--- config.mk ---
export PLATFORM = sky130hd
export DESIGN_NAME = uart_word_rx
export DESIGN_NICKNAME = d
export VERILOG_FILES = /design/src/rtl/uart_word_rx.sv
export SDC_FILE = /design/constraint.sdc
export NUM_CORES = 1
export LEC_CHECK = 0
export CAP_MARGIN = 20
export CORE_ASPECT_RATIO = 0.7
export CORE_MARGIN = 2
export CORE_UTILIZATION = 57
export DETAILED_ROUTE_END_ITERATION = 10
export GPL_ROUTABILITY_DRIVEN = 0
export PLACE_DENSITY = 0.78
export RECOVER_POWER = 25
export SYNTH_ARGS = -nofsm -noshare
export SYNTH_HDL_FRONTEND = slang
export SYNTH_SLANG_ARGS = --single-unit
--- constraint.sdc ---
create_clock -name clk -period 2.3 [get_ports clk]
set_clock_uncertainty 0.1 [all_clocks]
set_input_delay 0.575 -clock clk [delete_from_list [all_inputs] [get_ports clk]]
set_output_delay 0.575 -clock clk [all_outputs]
set_load 0.005 [all_outputs]
--- src/rtl/uart_word_rx.sv ---
`default_nettype none
// ============================================================================
//  Module   : uart_word_rx
//  Purpose  : 8N1 (or 8E1 with UART_RX_PARITY_EN) serial receiver that packs
//             WORD_BYTES bytes, first byte in the MSBs, into one word
//             delivered over a valid/ack handshake.
//  Revision : 1.0
// ============================================================================
module uart_word_rx #(
    parameter int CLK_FREQ   = 50000000,
    parameter int BAUD       = 9600,
    parameter int WORD_BYTES = 5,
    parameter int GAP_BITS   = 20
) (
    input  logic                      clk,
    input  logic                      rst,
    input  logic                      rxd,
    input  logic                      recv_ack,
    output logic [8*WORD_BYTES-1:0]   recv_data,
    output logic                      recv_valid,
    output logic                      overrun,
    output logic                      frame_err,
    output logic                      busy
);

    localparam int c_W         = 8 * WORD_BYTES;
    localparam int c_DIV       = CLK_FREQ / BAUD;
    localparam int c_CNT_W     = $clog2(c_DIV);
    localparam int c_GAP_LIMIT = GAP_BITS * c_DIV;
    localparam int c_GAP_W     = $clog2(c_GAP_LIMIT + 1);
    localparam int c_IDX_W     = (WORD_BYTES > 1) ? $clog2(WORD_BYTES) : 1;

    localparam logic [c_CNT_W-1:0] c_CNT_LAST = c_CNT_W'(c_DIV - 1);
    localparam logic [c_CNT_W-1:0] c_CNT_HALF = c_CNT_W'(c_DIV / 2 - 1);
    localparam logic [c_GAP_W-1:0] c_GAP_LAST = c_GAP_W'(c_GAP_LIMIT - 1);
    localparam logic [c_IDX_W-1:0] c_IDX_LAST = c_IDX_W'(WORD_BYTES - 1);

    typedef enum logic [2:0] {
        S_IDLE   = 3'd0,
        S_START  = 3'd1,
        S_DATA   = 3'd2,
`ifdef UART_RX_PARITY_EN
        S_PARITY = 3'd4,
`endif
        S_STOP   = 3'd3
    } state_t;

    state_t                 r_state;
    state_t                 w_state_next;

    logic                   r_rxd_meta;
    logic                   r_rxd_sync;
    logic                   r_armed;
    logic [c_CNT_W-1:0]     r_cnt;
    logic [2:0]             r_bit;
    logic [7:0]             r_byte;
    logic [c_W-1:0]         r_word;
    logic [c_W-1:0]         w_word_next;
    logic [c_IDX_W-1:0]     r_idx;
    logic [c_GAP_W-1:0]     r_gap;
    logic [c_W-1:0]         r_recv_data;
    logic                   r_recv_valid;
    logic                   r_overrun;
    logic                   r_frame_err;

    logic                   w_start_det;
    logic                   w_cnt_clr;
    logic                   w_bit_sample;
    logic                   w_stop_ok;
    logic                   w_stop_bad;
    logic                   w_par_err;
    logic                   w_word_done;
    logic                   w_gap_run;
    logic                   w_gap_expire;

`ifdef UART_RX_PARITY_EN
    logic                   r_par_err;
    logic                   w_par_sample;
    assign w_par_err = r_par_err;
`else
    assign w_par_err = 1'b0;
`endif

    // rxd is asynchronous to clk; only r_rxd_sync is used downstream
    always_ff @(posedge clk or negedge rst) begin
        if (!rst) begin
            r_rxd_meta <= 1'b1;
            r_rxd_sync <= 1'b1;
        end else begin
            r_rxd_meta <= rxd;
            r_rxd_sync <= r_rxd_meta;
        end
    end

    always_ff @(posedge clk or negedge rst) begin
        if (!rst) begin
            r_state <= S_IDLE;
        end else begin
            r_state <= w_state_next;
        end
    end

    always_comb begin
        w_state_next = r_state;
        w_start_det  = 1'b0;
        w_cnt_clr    = 1'b0;
        w_bit_sample = 1'b0;
        w_stop_ok    = 1'b0;
        w_stop_bad   = 1'b0;
`ifdef UART_RX_PARITY_EN
        w_par_sample = 1'b0;
`endif
        case (r_state)
            S_IDLE: begin
                if (r_armed && !r_rxd_sync) begin
                    w_start_det  = 1'b1;
                    w_cnt_clr    = 1'b1;
                    w_state_next = S_START;
                end
            end
            S_START: begin
                // A start bit that is high again at mid-bit was a glitch
                if (r_cnt == c_CNT_HALF) begin
                    w_cnt_clr    = 1'b1;
                    w_state_next = r_rxd_sync ? S_IDLE : S_DATA;
                end
            end
            S_DATA: begin
                if (r_cnt == c_CNT_LAST) begin
                    w_cnt_clr    = 1'b1;
                    w_bit_sample = 1'b1;
                    if (r_bit == 3'd7) begin
`ifdef UART_RX_PARITY_EN
                        w_state_next = S_PARITY;
`else
                        w_state_next = S_STOP;
`endif
                    end
                end
            end
`ifdef UART_RX_PARITY_EN
            S_PARITY: begin
                if (r_cnt == c_CNT_LAST) begin
                    w_cnt_clr    = 1'b1;
                    w_par_sample = 1'b1;
                    w_state_next = S_STOP;
                end
            end
`endif
            S_STOP: begin
                if (r_cnt == c_CNT_LAST) begin
                    w_cnt_clr    = 1'b1;
                    w_state_next = S_IDLE;
                    if (r_rxd_sync && !w_par_err) begin
                        w_stop_ok  = 1'b1;
                    end else begin
                        w_stop_bad = 1'b1;
                    end
                end
            end
            default: begin
                w_state_next = S_IDLE;
            end
        endcase
    end

    always_comb begin
        w_word_next = r_word;
        for (int k = 0; k < WORD_BYTES; k++) begin
            if (int'(r_idx) == k) begin
                w_word_next[c_W-1-8*k -: 8] = r_byte;
            end
        end
    end

    assign w_word_done  = w_stop_ok && (r_idx == c_IDX_LAST);
    assign w_gap_run    = (r_state == S_IDLE) && (r_idx != '0);
    assign w_gap_expire = w_gap_run && (r_gap == c_GAP_LAST);

    always_ff @(posedge clk or negedge rst) begin
        if (!rst) begin
            r_cnt        <= '0;
            r_bit        <= 3'd0;
            r_byte       <= 8'd0;
            r_word       <= '0;
            r_idx        <= '0;
            r_gap        <= '0;
            r_armed      <= 1'b1;
            r_recv_data  <= '0;
            r_recv_valid <= 1'b0;
            r_overrun    <= 1'b0;
            r_frame_err  <= 1'b0;
`ifdef UART_RX_PARITY_EN
            r_par_err    <= 1'b0;
`endif
        end else begin
            r_frame_err <= w_stop_bad;

            if (w_cnt_clr || (r_state == S_IDLE)) begin
                r_cnt <= '0;
            end else begin
                r_cnt <= r_cnt + 1'b1;
            end

            if (w_start_det) begin
                r_bit <= 3'd0;
            end else if (w_bit_sample) begin
                r_bit  <= r_bit + 3'd1;
                r_byte <= {r_rxd_sync, r_byte[7:1]};
            end

`ifdef UART_RX_PARITY_EN
            if (w_start_det) begin
                r_par_err <= 1'b0;
            end else if (w_par_sample) begin
                r_par_err <= r_rxd_sync ^ (^r_byte);
            end
`endif

            // After a low stop bit the line may still be in a break; wait for
            // it to return high so the tail is not taken as a new start bit
            if (w_stop_bad && !r_rxd_sync) begin
                r_armed <= 1'b0;
            end else if (!r_armed && r_rxd_sync) begin
                r_armed <= 1'b1;
            end

            if (w_stop_ok) begin
                r_word <= w_word_next;
            end

            if (w_stop_bad) begin
                r_idx <= '0;
            end else if (w_stop_ok) begin
                r_idx <= (r_idx == c_IDX_LAST) ? '0 : r_idx + 1'b1;
            end else if (w_gap_expire) begin
                r_idx <= '0;
            end

            if (w_gap_run && !w_gap_expire) begin
                r_gap <= r_gap + 1'b1;
            end else begin
                r_gap <= '0;
            end

            // A completion coinciding with an ack replaces the acked word
            // without counting as an overrun
            if (w_word_done) begin
                r_recv_data  <= w_word_next;
                r_recv_valid <= 1'b1;
                if (r_recv_valid) begin
                    r_overrun <= !recv_ack;
                end
            end else if (r_recv_valid && recv_ack) begin
                r_recv_valid <= 1'b0;
                r_overrun    <= 1'b0;
            end
        end
    end

    assign recv_data  = r_recv_data;
    assign recv_valid = r_recv_valid;
    assign overrun    = r_overrun;
    assign frame_err  = r_frame_err;
    assign busy       = (r_state != S_IDLE) || (r_idx != '0);

endmodule
`default_nettype wire

-- Yosys cells after proc, flatten, opt, wreduce, memory -nomap -nowiden
Cells that the tools add are included.
- flip-flop bits (word level): 133
- bits of input ports: 4
- output and inout port bits: 44
- word-level logic and storage cells: 101
- $add $sub $neg: 4
- eq/ne operators: 18
- multiplexer cells: 38
- bitwise logic cells: 1
- reductions and logical operators: 26
- operators with widths (operator ; number):
    2-to-1 mux 8 bit ; 5
    2-to-1 mux 3 bit ; 11
    adder 17 x 1 -> 17 bit, second input constant ; 1
    == test 17 bit, second input constant ; 1
    2-to-1 mux 1 bit ; 17
    2-to-1 mux 17 bit ; 1
    == test 3 bit, second input constant ; 5
    adder 13 x 1 -> 13 bit, second input constant ; 1
    == test 13 x 12 -> 1 bit, second input constant ; 1
    == test 13 bit, second input constant ; 1
    2-to-1 mux 13 bit ; 1
    inequality test 2 bit, second input constant ; 6
    case mux 3 bit (4 select lines) ; 1
    == test 3 x 2 -> 1 bit, second input constant ; 3
    nonzero test 3 bit ; 3
    logical AND 1 bit ; 8
    adder 3 x 1 -> 3 bit, second input constant ; 2
    logical NOT 3 bit ; 2
    nonzero test 2 bit ; 3
    AND reduction 5 bit ; 1
    logical NOT 1 bit ; 4
    AND reduction 2 bit ; 2
    == test 3 x 1 -> 1 bit, second input constant ; 1
    case mux 1 bit (3 select lines) ; 1
    other kinds (4) ; 5

-- Logic depth before layout (Yosys ltp)
- word-level depth: 6
- depth in mapped cells: 8
- mapped depth without buffers: 6

-- Worst setup path after synthesis
Ideal clock, no wire load.
- kind: register -> register
- from: register r_cnt[0]
- to: register r_recv_data[3] (netlist: recv_data[3])
- setup time: 0.125 ns
- data arrival time: 1.790 ns
- data required time: 2.075 ns
- path slack: 0.286 ns
- cell stages (with the launch flop): 8
- buffers on the path: 2
- clock period less this slack: 2.014 ns
- cell sequence: dfrtp_1 ha_1 nand4bb_4 nor2_2 and4_1 buf_4 buf_6 mux2_2
- cells in the longest elaborated chain, start to end: 4
- RTL lines (element ; line ; text):
    start: declaration ; 54 ; logic [c_CNT_W-1:0] r_cnt;
    start signal: assignment ; 202 ; r_cnt <= r_cnt + 1'b1;
    == test 13 bit ; 151 ; if (r_cnt == c_CNT_LAST) begin
    2-to-1 mux 1 bit ; 151 ;
    2-to-1 mux 1 bit ; 113 ; case (r_state)
    logical AND 1 bit ; 176 ; assign w_word_done = w_stop_ok && (r_idx == c_IDX_LAST);
    end signal: assignment ; 249 ; r_recv_data <= w_word_next;
    end: declaration ; 61 ; logic [c_W-1:0] r_recv_data;
No other way between the ends.
A chain may end at the register's enable or synchronous reset.

-- Worst setup path in the final report
- from: register r_idx[1]
- to: output busy
- cells in the longest elaborated chain, start to end: 2
- RTL lines (element ; line ; text):
    start: declaration ; 59 ; logic [c_IDX_W-1:0] r_idx;
    start signal: assignment ; 235 ; r_idx <= (r_idx == c_IDX_LAST) ? '0 : r_idx + 1'b1;
    nonzero test 3 bit ; 265 ; assign busy = (r_state != S_IDLE) || (r_idx != '0);
    logical OR 1 bit ; 265 ;
    end: declaration ; 23 ; output logic busy
No other way between the ends.

==> metrics.md <==
| Metric | Value |
|---|---|
| Status | `finished, final reports clean` |
| CP Cell Sequence | `inv_1 -> ha_1 -> nor2b_4 -> nand2_1 -> dlygate4sd2_1` |
| Leak | `roughly 3.2 nW` |
| Synth Flop Type | `dfrtp_1` |
| I/O Buffers | `47` |
| # DRC | `0` |
| Mapped Nets | `427` |
| Final setup violation count | `0` |
| Worst path arrival time | `1.54 ns` |
| Total Wirelength | `10700 µm` |
| Dpl ws | `0.182 ns` |
| Utilization after layout | `73.0%` |
| CP max FO | `3` |
| CTS tree | `done` |
| Post-synthesis sequential area ratio | `57.6%` |
| Via density | `5.68` |
| Max cap viols | `0` |
| Skew-Pair Late Insertion Delay | `0.41 ns` |
| Clock transition at path regs | `0.05 ns` |
| Maximum vdd ir drop | `~570 µV` |
| Commonest non-fill, non-tap cell in the layout | `dfrtp_1` |
| Final-stage net count | `493` |
| Crit path setup slack, layout | `about 0.083 ns` |
| N_diodes | `0` |
| Slew HR | `21.6%` |
| Reg2reg end | `recv_data[3]` |
| Worst setup SP type | `register` |
| Largest net degree at the start of global routing | `66` |
| Initial Util | `between 50% and 60%` |
| Crit Reg-Reg Startpoint | `r_cnt[9]` |
| Syn avg cell area | `13.0 µm²` |
| Synth Warn # | `0` |
| I/O pin count | `48` |
| Root Driver | `clkbuf_16` |
| Tcrit/Tclk final | `96.4%` |
| Syn Inst Count | `414` |
| Num CTS Buffers | `17` |
| Layout area overhead | `23.7%` |
| Slowest CP cell | `dfrtp_1` |
| Max stage delay on crit path | `0.38 ns` |
| First-pass DRT Iterations | `5` |
| Hold wc startpoint | `r_rxd_meta` |
| Die W | `120 µm` |
| FMAX | `between 400 and 500 MHz` |
| Worst min-delay path class | `reg2reg` |
| Via count | `3496` |
| Core area | `between 9000 and 10000 µm²` |
| Fin. max-slew vios | `0` |
| Most frequent cells in the layout | `121 x dfrtp_1, 51 x mux2_2, 44 x clkdlybuf4s50_1` |
| Initial antenna violation count | `0` |
| R2R cell count | `5` |
| Netlist cell types | `43` |
| Fin. Hold Viols | `0` |
| First-pass GRT wire length | `18000 µm` |
| Reg-to-reg slack, setup | `between 0.15 and 0.2 ns` |
| Die area | `~10000 µm²` |
| Vias in the first global route | `3521` |
| WS Path Type | `reg2out` |
| Critical Path Start | `r_idx[1]` |
| Layout cells sized above 1 | `about 22%` |
| H-tree lvl count | `4` |
| Post-route minimum period | `2.22 ns` |
| Worst Path Required | `1.62 ns` |
| Pwr Density | `782 nW/µm²` |
| Core Rows | `29` |
| Setup TNS | `0 ns` |
| Final antenna-violating net count | `0` |
| EDFF count, synth | `0` |
| Crit. End Element | `output port` |
| DR WL/cell | `17.4 µm` |
| Chip height | `85.4 µm` |
| RSZ-0062 raised after global routing | `false` |
| Clock Path Buffers | `2` |
| Grt total ovfl | `0` |
| Cell Area, Synth | `5400 µm²` |
| Detailed Place HPWL | `6820 µm` |
| Fraction of registers with async set/reset | `100%` |
| Initial DRC Count | `256` |
| Yosys reg bits | `124` |
| GRT Util Overall | `22.9%` |
| Worst Setup EP | `busy` |
| Worst Tran Pin Value | `1.18 ns` |
| Clock Sinks | `124` |
[stage by stage]
| step | cell area (µm²) | hold slack (ns) | power, mW | std cells |
|---|---|---|---|---|
| global route | 6680 | 0.263 | 5.40 | 615 |
| global placement | 6060 | 0.248 | 2.56 | 582 |
| floorplan | 5400 | 0.179 | 2.46 | 414 |
| CTS | 6680 | 0.257 | 5.26 | 615 |
| detailed placement | 6060 | 0.249 | 2.57 | 582 |
| finish | 6680 | 0.256 | 5.22 | 615 |
[cells by family after synthesis]
logic type | count (synthesis) | synth area share [%]
buf+inv | 26 | 2.71
flops | 124 | 57.6
fa+ha+maj | 9 | 2.09
simple gates | 122 | 12.7
mux | 90 | 18.7
xor+xnor | 24 | 3.89
compound gates | 19 | 2.27
[critical path, delay by kind of cell (launching register included)]
kind	cells	cell delay (ns)
buffers and inverters	2	0.35
AND/OR/NAND/NOR	2	0.24
adder cells (fa/ha/maj)	1	0.18
flip-flops	1	0.38
[registers in the layout, indices dropped and copies added, names as in the netlist]
register / cells
r_state: 2
r_rxd_meta: 1
r_bit: 3
r_word: 32
r_armed: 1
recv_valid: 1
frame_err: 1
r_idx: 3
r_gap: 17
r_byte: 8
recv_data: 40
r_cnt: 13
r_rxd_sync: 1
overrun: 1
[where the power goes]
group          leakage [nW]  switching [mW]  internal (mW)
Combinational          1.14           0.129         0.0986
Sequential             1.71          0.0711           2.23
Clock                 0.301           0.893           1.80
[timing repair]
item	4_1_cts	5_1_grt
endpoints found under the hold margin	17	0
setup endpoints to repair	1	1
setup buffers	2	0
hold buffers	1	0
gates resized for setup	3	1
cloned	0	0
[how the worst min path moves through the flow]
stage                  to  slack, ns  depth (start not counted)
3_5_place_dp   r_rxd_sync       0.25                          0
2_1_floorplan   frame_err       0.18                          0
4_1_cts        r_rxd_sync       0.26                          0
3_3_place_gp   r_rxd_sync       0.25                          0
5_1_grt        r_rxd_sync       0.26                          0
6_report       r_rxd_sync       0.26                          0
[synth_stat cells, drive strengths merged (5+ instances only)]
master	n	area, µm²
and3	6	37.5
clkbuf	6	22.5
o21ai	5	25.0
xor2	11	96.3
nand3	18	90.1
dfrtp	121	3030
inv	8	30.0
nor3	6	30.0
mux2	88	991
nor2	37	141
nand2	16	60.1
buf	12	93.8
xnor2	13	114
nand4	13	81.3
ha	9	113
[routing by layer]
metal | vias up | share of wire (%) | global-route usage [%]
met5 | - | 0 | 0
met4 | 0 | 1.4 | 8.56
met1 | 1808 | 49 | 31.8
met3 | 10 | 3.1 | 5.17
li1 | 1602 | - | -
met2 | 76 | 47 | 35.6
[final cells by class]
class / count / area [µm²]
sequential: 124 / 3110
fill: 612 / 2470
multi-input combinational: 264 / 2160
timing repair buffer: 65 / 629
clock buffer: 22 / 484
tap: 124 / 155
clock inverter: 8 / 115
inverter: 8 / 30.0
Note: power is estimated with default switching activity, not from simulation.
